`config.mk`:
```
export PLATFORM = sky130hd
export DESIGN_NAME = mips_multicycle_control
export DESIGN_NICKNAME = d
export VERILOG_FILES = /design/src/rtl/mips_pkg.sv /design/src/rtl/mips_ctrl_decode.sv /design/src/rtl/mips_multicycle_control.sv
export SDC_FILE = /design/constraint.sdc
export NUM_CORES = 1
export LEC_CHECK = 0
export ABC_AREA = 0
export BUFFER_PORTS_ARGS = -buffer_cell sky130_fd_sc_hd__buf_2
export CORE_UTILIZATION = 39
export CTS_CLUSTER_SIZE = 40
export DETAILED_ROUTE_END_ITERATION = 7
export GPL_TIMING_DRIVEN = 0
export HOLD_SLACK_MARGIN = 0.15
export PLACE_DENSITY = 0.68
export SKIP_LAST_GASP = 1
export SYNTH_ARGS = -nofsm -noshare
export SYNTH_HDL_FRONTEND = slang
export SYNTH_HIERARCHICAL = 1
export SYNTH_SLANG_ARGS = --single-unit
```
`constraint.sdc`:
```
create_clock -name clk -period 2.73 [get_ports clk]
set_input_delay 0 -clock clk [delete_from_list [all_inputs] [get_ports clk]]
set_output_delay 0 -clock clk [all_outputs]
set_load 0.05 [all_outputs]
```
`src/rtl/mips_pkg.sv`:
```
// Shared encodings for the multi-cycle MIPS control unit: opcodes, functs,
// ALU operation codes, FSM states and datapath mux selects.
// Pure declarations, no logic.
package mips_pkg;

  // Opcodes (IR[31:26]) and the one funct (IR[5:0]) the control path cares about
  localparam logic [5:0] OP_RTYPE = 6'h00;
  localparam logic [5:0] OP_J     = 6'h02;
  localparam logic [5:0] OP_JAL   = 6'h03;
  localparam logic [5:0] OP_BEQ   = 6'h04;
  localparam logic [5:0] OP_BNE   = 6'h05;
  localparam logic [5:0] OP_ADDI  = 6'h08;
  localparam logic [5:0] OP_ANDI  = 6'h0C;
  localparam logic [5:0] OP_ORI   = 6'h0D;
  localparam logic [5:0] OP_LUI   = 6'h0F;
  localparam logic [5:0] OP_LW    = 6'h23;
  localparam logic [5:0] OP_SW    = 6'h2B;
  localparam logic [5:0] FN_JR    = 6'h08;

  // ALU operation codes
  localparam logic [3:0] ALU_NOP    = 4'h0;
  localparam logic [3:0] ALU_OR     = 4'h1;
  localparam logic [3:0] ALU_LUI    = 4'h2;
  localparam logic [3:0] ALU_AND    = 4'h3;
  localparam logic [3:0] ALU_ADD    = 4'h4;
  localparam logic [3:0] ALU_ADDR   = 4'h5;
  localparam logic [3:0] ALU_BEQ    = 4'h6;
  localparam logic [3:0] ALU_RTYPE  = 4'h7;
  localparam logic [3:0] ALU_BNE    = 4'h8;
  localparam logic [3:0] ALU_ADD_PC = 4'hA;

  typedef enum logic [3:0] {
    ST_FETCH, ST_DECODE, ST_EXEC_R, ST_EXEC_I, ST_ADDR, ST_MEM_RD, ST_MEM_WR,
    ST_WB_ALU, ST_WB_MEM, ST_BRANCH, ST_JUMP, ST_JAL, ST_JR, ST_TRAP, ST_HALT
  } state_t;

  // Datapath mux selects
  localparam logic [1:0] PC_SRC_ALU    = 2'd0;
  localparam logic [1:0] PC_SRC_ALUOUT = 2'd1;
  localparam logic [1:0] PC_SRC_JUMP   = 2'd2;
  localparam logic [1:0] PC_SRC_REG_A  = 2'd3;
  localparam logic [1:0] REG_DST_RT    = 2'd0;
  localparam logic [1:0] REG_DST_RD    = 2'd1;
  localparam logic [1:0] REG_DST_RA    = 2'd2;
  localparam logic [1:0] M2R_ALUOUT    = 2'd0;
  localparam logic [1:0] M2R_MDR       = 2'd1;
  localparam logic [1:0] M2R_PC        = 2'd2;
  localparam logic [1:0] ALUB_B        = 2'd0;
  localparam logic [1:0] ALUB_FOUR     = 2'd1;
  localparam logic [1:0] ALUB_IMM      = 2'd2;
  localparam logic [1:0] ALUB_IMM_SH2  = 2'd3;

  // States that drive the shared memory port and may stall on mem_ready
  function automatic logic is_mem_state(input state_t s);
    return (s == ST_FETCH) || (s == ST_MEM_RD) || (s == ST_MEM_WR);
  endfunction

endpackage

```
`src/rtl/mips_ctrl_decode.sv`:
```
// Opcode/funct decode: which state follows DECODE and which ALU op it uses.
// Latency: combinational.
// Backpressure: none; unknown opcodes map to the trap state.
module mips_ctrl_decode
  import mips_pkg::*;
(
  input  logic [5:0] opcode_i,
  input  logic [5:0] funct_i,
  output state_t     next_state_o,
  output logic [3:0] alu_op_o
);

  // Map the instruction class onto the first post-decode state
  always_comb begin
    next_state_o = ST_TRAP;
    alu_op_o     = ALU_NOP;
    case (opcode_i)
      OP_RTYPE: begin
        if (funct_i == FN_JR) begin
          next_state_o = ST_JR;
        end else begin
          next_state_o = ST_EXEC_R;
          alu_op_o     = ALU_RTYPE;
        end
      end
      OP_ADDI: begin next_state_o = ST_EXEC_I; alu_op_o = ALU_ADD; end
      OP_ORI:  begin next_state_o = ST_EXEC_I; alu_op_o = ALU_OR;  end
      OP_LUI:  begin next_state_o = ST_EXEC_I; alu_op_o = ALU_LUI; end
      OP_ANDI: begin next_state_o = ST_EXEC_I; alu_op_o = ALU_AND; end
      OP_LW, OP_SW: begin next_state_o = ST_ADDR; alu_op_o = ALU_ADDR; end
      OP_BEQ:  begin next_state_o = ST_BRANCH; alu_op_o = ALU_BEQ; end
      OP_BNE:  begin next_state_o = ST_BRANCH; alu_op_o = ALU_BNE; end
      OP_J:    next_state_o = ST_JUMP;
      OP_JAL:  next_state_o = ST_JAL;
      default: next_state_o = ST_TRAP;
    endcase
  end

endmodule

```
`src/rtl/mips_multicycle_control.sv`:
```
// Multi-cycle MIPS control FSM (Moore) with wait-state, timeout and illegal-opcode traps.
// Latency: R/I 4, lw 5, sw 4, branch/jump/illegal 3 cycles, plus one per memory wait cycle.
// Backpressure: stalls in FETCH/MEM_RD/MEM_WR until mem_ready_i; halts after 2^TIMEOUT_W-1 stalls.
module mips_multicycle_control
  import mips_pkg::*;
#(
  parameter int ALU_OP_W  = 4,
  parameter int TIMEOUT_W = 4,
  parameter int CNT_W     = 32
) (
  input  logic                clk,
  input  logic                reset,
  input  logic [5:0]          opcode_i,
  input  logic [5:0]          funct_i,
  input  logic                mem_ready_i,
  output logic                pc_write_o,
  output logic                pc_write_eq_o,
  output logic                pc_write_ne_o,
  output logic [1:0]          pc_src_o,
  output logic                i_or_d_o,
  output logic                mem_read_o,
  output logic                mem_write_o,
  output logic                ir_write_o,
  output logic                reg_write_o,
  output logic [1:0]          reg_dst_o,
  output logic [1:0]          mem_to_reg_o,
  output logic                alu_src_a_o,
  output logic [1:0]          alu_src_b_o,
  output logic [ALU_OP_W-1:0] alu_op_o,
  output logic                illegal_o,
  output logic                bus_error_o,
  output logic [CNT_W-1:0]    instr_count_o
);

  // Counter value during the last tolerated stall cycle; one more stall means timeout
  localparam logic [TIMEOUT_W-1:0] WAIT_LAST = {{(TIMEOUT_W-1){1'b1}}, 1'b0};

  state_t               state_q, state_d, dec_next;
  logic [3:0]           dec_alu_op, alu_op_q, alu_op;
  logic                 is_r_q, is_bne_q, is_sw_q;
  logic [TIMEOUT_W-1:0] wait_q;
  logic [CNT_W-1:0]     count_q;
  logic                 wait_expired, retire;

  mips_ctrl_decode u_decode (
    .opcode_i     (opcode_i),
    .funct_i      (funct_i),
    .next_state_o (dec_next),
    .alu_op_o     (dec_alu_op)
  );

  assign wait_expired = (wait_q == WAIT_LAST);
  assign retire = (state_q == ST_WB_ALU) || (state_q == ST_WB_MEM) || (state_q == ST_BRANCH) ||
                  (state_q == ST_JUMP) || (state_q == ST_JAL) || (state_q == ST_JR) ||
                  ((state_q == ST_MEM_WR) && mem_ready_i);

  // State register
  always_ff @(posedge clk) begin
    if (!reset) state_q <= ST_FETCH;
    else        state_q <= state_d;
  end

  // Next-state logic; ready wins over timeout on the last tolerated stall cycle
  always_comb begin
    state_d = state_q;
    case (state_q)
      ST_FETCH:  if (mem_ready_i) state_d = ST_DECODE; else if (wait_expired) state_d = ST_HALT;
      ST_DECODE: state_d = dec_next;
      ST_EXEC_R, ST_EXEC_I: state_d = ST_WB_ALU;
      ST_ADDR:   state_d = is_sw_q ? ST_MEM_WR : ST_MEM_RD;
      ST_MEM_RD: if (mem_ready_i) state_d = ST_WB_MEM; else if (wait_expired) state_d = ST_HALT;
      ST_MEM_WR: if (mem_ready_i) state_d = ST_FETCH;  else if (wait_expired) state_d = ST_HALT;
      ST_WB_ALU, ST_WB_MEM, ST_BRANCH, ST_JUMP, ST_JAL, ST_JR, ST_TRAP: state_d = ST_FETCH;
      ST_HALT:   state_d = ST_HALT;
      default:   state_d = ST_FETCH;
    endcase
  end

  // Wait counter, retire counter, and decode info latched for the later states
  always_ff @(posedge clk) begin
    if (!reset) begin
      wait_q   <= '0;
      count_q  <= '0;
      alu_op_q <= ALU_NOP;
      is_r_q   <= 1'b0;
      is_bne_q <= 1'b0;
      is_sw_q  <= 1'b0;
    end else begin
      if (is_mem_state(state_q) && !mem_ready_i) wait_q <= wait_q + TIMEOUT_W'(1);
      else                                       wait_q <= '0;
      if (retire) count_q <= count_q + CNT_W'(1);
      if (state_q == ST_DECODE) begin
        alu_op_q <= dec_alu_op;
        is_r_q   <= (opcode_i == OP_RTYPE);
        is_bne_q <= (opcode_i == OP_BNE);
        is_sw_q  <= (opcode_i == OP_SW);
      end
    end
  end

  // Moore outputs; only the FETCH IR/PC load strobes follow mem_ready directly
  always_comb begin
    pc_write_o    = 1'b0;
    pc_write_eq_o = 1'b0;
    pc_write_ne_o = 1'b0;
    pc_src_o      = PC_SRC_ALU;
    i_or_d_o      = 1'b0;
    mem_read_o    = 1'b0;
    mem_write_o   = 1'b0;
    ir_write_o    = 1'b0;
    reg_write_o   = 1'b0;
    reg_dst_o     = REG_DST_RT;
    mem_to_reg_o  = M2R_ALUOUT;
    alu_src_a_o   = 1'b0;
    alu_src_b_o   = ALUB_B;
    alu_op        = ALU_NOP;
    illegal_o     = 1'b0;
    case (state_q)
      ST_FETCH: begin
        mem_read_o  = 1'b1;
        alu_src_b_o = ALUB_FOUR;
        alu_op      = ALU_ADD_PC;
        ir_write_o  = mem_ready_i;
        pc_write_o  = mem_ready_i;
      end
      ST_DECODE: begin
        alu_src_b_o = ALUB_IMM_SH2;
        alu_op      = ALU_ADD_PC;
      end
      ST_EXEC_R: begin
        alu_src_a_o = 1'b1;
        alu_op      = ALU_RTYPE;
      end
      ST_EXEC_I: begin
        alu_src_a_o = 1'b1;
        alu_src_b_o = ALUB_IMM;
        alu_op      = alu_op_q;
      end
      ST_WB_ALU: begin
        reg_write_o = 1'b1;
        reg_dst_o   = is_r_q ? REG_DST_RD : REG_DST_RT;
      end
      ST_ADDR: begin
        alu_src_a_o = 1'b1;
        alu_src_b_o = ALUB_IMM;
        alu_op      = ALU_ADDR;
      end
      ST_MEM_RD: begin i_or_d_o = 1'b1; mem_read_o  = 1'b1; end
      ST_MEM_WR: begin i_or_d_o = 1'b1; mem_write_o = 1'b1; end
      ST_WB_MEM: begin
        reg_write_o  = 1'b1;
        mem_to_reg_o = M2R_MDR;
      end
      ST_BRANCH: begin
        alu_src_a_o   = 1'b1;
        pc_src_o      = PC_SRC_ALUOUT;
        alu_op        = is_bne_q ? ALU_BNE : ALU_BEQ;
        pc_write_eq_o = !is_bne_q;
        pc_write_ne_o = is_bne_q;
      end
      ST_JUMP: begin pc_write_o = 1'b1; pc_src_o = PC_SRC_JUMP; end
      ST_JAL: begin
        pc_write_o   = 1'b1;
        pc_src_o     = PC_SRC_JUMP;
        reg_write_o  = 1'b1;
        reg_dst_o    = REG_DST_RA;
        mem_to_reg_o = M2R_PC;
      end
      ST_JR:   begin pc_write_o = 1'b1; pc_src_o = PC_SRC_REG_A; end
      ST_TRAP: illegal_o = 1'b1;
      default: ;
    endcase
  end

  assign alu_op_o      = ALU_OP_W'(alu_op);
  assign bus_error_o   = (state_q == ST_HALT);
  assign instr_count_o = count_q;

endmodule
```
==> impl_metrics.json <==
{
  "outcome": "completed",
  "route.detailed.drc": 0,
  "via_count": 3363,
  "cts_setup_buffers": 0,
  "rsz0062_at_grt": "false",
  "hold_violations": 0,
  "drtIter0Drc": 283,
  "die_h_um": 89.82,
  "synth_area_leader_cell": "dfxtp_1",
  "cts.path.max_buffers": 2,
  "antenna_left": 0,
  "synth_top_family_by_area": "simple AND/OR/NAND/NOR gates",
  "power_frac_seq_pct": 30.6,
  "port_buffers": 69,
  "fin_crit_sh_pct": 90.15,
  "firstDrtPassIters": 6,
  "ys_top_cells_by_area": "dfxtp_1 (31%), a21oi_1 (8.2%), nand2_1 (5.7%)",
  "seq_area_um2": 940.9,
  "synth_common_cells": "a21oi_1 (49), dfxtp_1 (47), nand2_1 (46), nor2_1 (32)",
  "yosysTopAreaCellShare_pct": 31.28,
  "area_growth_pct": 22.05,
  "numCtsBuffers": 5,
  "synth_compound_area_share_pct": 20.97,
  "synth_edf_count": 0,
  "synth_fa_ha_area_share_pct": 1.248,
  "synth_fp_nets": 417,
  "clk_latency_ps": 310,
  "dp_slack_ps": 697.0,
  "ioPinCount": 70,
  "htree_levels": 2,
  "swShare_pct": 48.05,
  "total_leakage_power_nw": 1.387,
  "syn-cell-area_um2": 3008,
  "clk_transition_reported_paths_ps": 90,
  "synth_mux_area_share_pct": 2.704,
  "dieArea_um2": 8068,
  "via_per_inst": 5.759,
  "maxCapViolCount": 0,
  "n_fill_cell": 762,
  "synth_seq_area_share_pct": 31.28,
  "start_util_pct": 40.81,
  "report.final.setup_viol": 0,
  "fin_ws_ps": 268.9,
  "crit_type": "register to register",
  "internal_power_mw": 1.252,
  "core_area_um2": 7370,
  "end_kind": "register",
  "fin_setup_tns_ps": 0,
  "grt_pass1_wl_um": 14020,
  "drive_above_1_share_pct": 21.03,
  "hold_depth": 6,
  "rr_worst_depth": 6,
  "antenna_found_initial": 0,
  "clock_power_share_pct": 20.0,
  "ys.flop_type": "dfxtp_1",
  "yosys.cell_types.count": 53,
  "synth_most_common_cell": "a21oi_1",
  "p_sw_mw": 1.158,
  "worst_setup_path_start_kind": "register",
  "yosys.area_share.simple_pct": 35.52,
  "arrival_ps": 2700,
  "first_global_vias": 2931,
  "fmax_mhz": 406.3,
  "fin_nets": 502,
  "place.detailed.hpwl_um": 6197,
  "multi_input_area_um2": 1897,
  "ys_ff_latch": 47,
  "syn_avg_cell_area_um2": 7.539,
  "finalWirelength_um": 8522,
  "clock_sinks": 47,
  "maxSlewViolCount": 0,
  "rows": 31,
  "p_per_area_nw_per_um2": 656.7,
  "synth_xor_area_share_pct": 2.621,
  "gp_congestion": 0.8510,
  "slew_headroom_pct": 32.01,
  "synthesis.instances": 399,
  "worst-path-max-fanout": 10,
  "diodes": 0,
  "grt_overflow": 0,
  "grt_max_degree": 15,
  "clockRootBuffer": "clkbuf_8",
  "cts_hold_buf": 9,
  "ctsResizeCount": 0,
  "yosysWarnings": 6,
  "hold_class": "input pin to register",
  "gr-usage-all-layers_pct": 21.22,
  "finalCriticalPeriod_ps": 2461,
  "cts_tree": "done",
  "vdd.ir_drop.worst_mv": 0.4224,
  "async_flop_share_pct": 0,
  "wl_per_cell_um": 14.59,
  "critPathRequiredTime_ps": 2970,
  "comb_power_share_pct": 49.4,
  "clock_skew_ps": 13.33,
  "die_x_um": 89.82,
  "worst_pin_slew_ps": 1012
}
[logic make-up after synthesis]
family,after synthesis
xor gates and xnor gates,9
AOI/OAI and AO/OA,104
DFF,47
buffers and inverters,35
muxes,8
adders and majority gates,3
and+or+nand+nor,193
[final cells by class]
cell class              instances  share of cell area [%]
multi-input cells             317                   51.67
plain buffers                  28                   3.920
repair buffers                 78                   11.86
flip-flops and latches         47                   25.63
clock buffers                   7                   2.624
well taps                      99                   3.374
inverters                       7                  0.7157
clock inverters                 1                  0.2045
[worst paths after layout]
path	startpoint	to	slack, ps
setup / recovery	state_q[0]	is_sw_q	270
hold / removal	opcode_i[1]	alu_op_q[0]	220
hold reg to reg	wait_q[0]	wait_q[0]	470
setup reg to reg	state_q[0]	is_sw_q	270
[critical path, cell delays in order, from the launching register on]
cell	delay (ps)
dfxtp_1	310
buf_2	200
nand2b_1	130
nor3_1	790
nand4_1	200
dlygate4sd3_1	630
a21oi_1	130
[layer usage]
layer,vias up,global-route usage (%),share of wire (%)
met5,-,0,0
met4,0,7.377,1.9
met3,18,3.638,5.2
met2,108,32.95,45
met1,1589,29.53,48
li1,1648,-,-
[power groups by stage]
stage | clock network, mW | logic (mW) | registers, mW
2_1_floorplan | 0 | 0.896 | 0.766
3_3_place_gp | 0 | 1.16 | 0.751
3_5_place_dp | 0 | 1.17 | 0.753
4_1_cts | 0.492 | 1.18 | 0.737
5_1_grt | 0.519 | 1.27 | 0.741
6_report | 0.483 | 1.19 | 0.737
[stage by stage]
| stage | instance area, µm² | cells | power (mW) | util, % | hold WS (ps) |
|---|---|---|---|---|---|
| 2_1_floorplan | 3008 | 399 | 1.662 | - | 149.9 |
| 3_3_place_gp | 3477 | 567 | 1.912 | 47.18 | 318.3 |
| 3_5_place_dp | 3477 | 567 | 1.925 | 47.18 | 330.1 |
| 4_1_cts | 3671 | 584 | 2.410 | 49.81 | 215.3 |
| 5_1_grt | 3671 | 584 | 2.530 | 49.81 | 285.6 |
| 6_report | 3671 | 584 | 2.411 | 49.81 | 219.2 |
[placed cells by master, fill, tap and decap left out, types with 8 or more instances in the layout]
master | synthesis | final
a21oi_1 | 49 | 49
or3_1 | 8 | 8
nand2b_1 | 14 | 14
dfxtp_1 | 47 | 47
o21ai_0 | 18 | 18
or4_1 | 13 | 13
nand2_1 | 46 | 46
dlygate4sd3_1 | 0 | 9
clkbuf_1 | 9 | 9
nor3_1 | 9 | 9
nand3_1 | 18 | 18
o31ai_1 | 14 | 14
nor2_1 | 32 | 32
buf_2 | 10 | 79
nand4_1 | 15 | 15
[registers in the layout (all words and copies together), names as in the netlist]
signal and count:
alu_op_q 4, instr_count_o 32, is_bne_q 1, is_r_q 1, is_sw_q 1, state_q 4, wait_q 4
(Power assumes the default switching activity.)
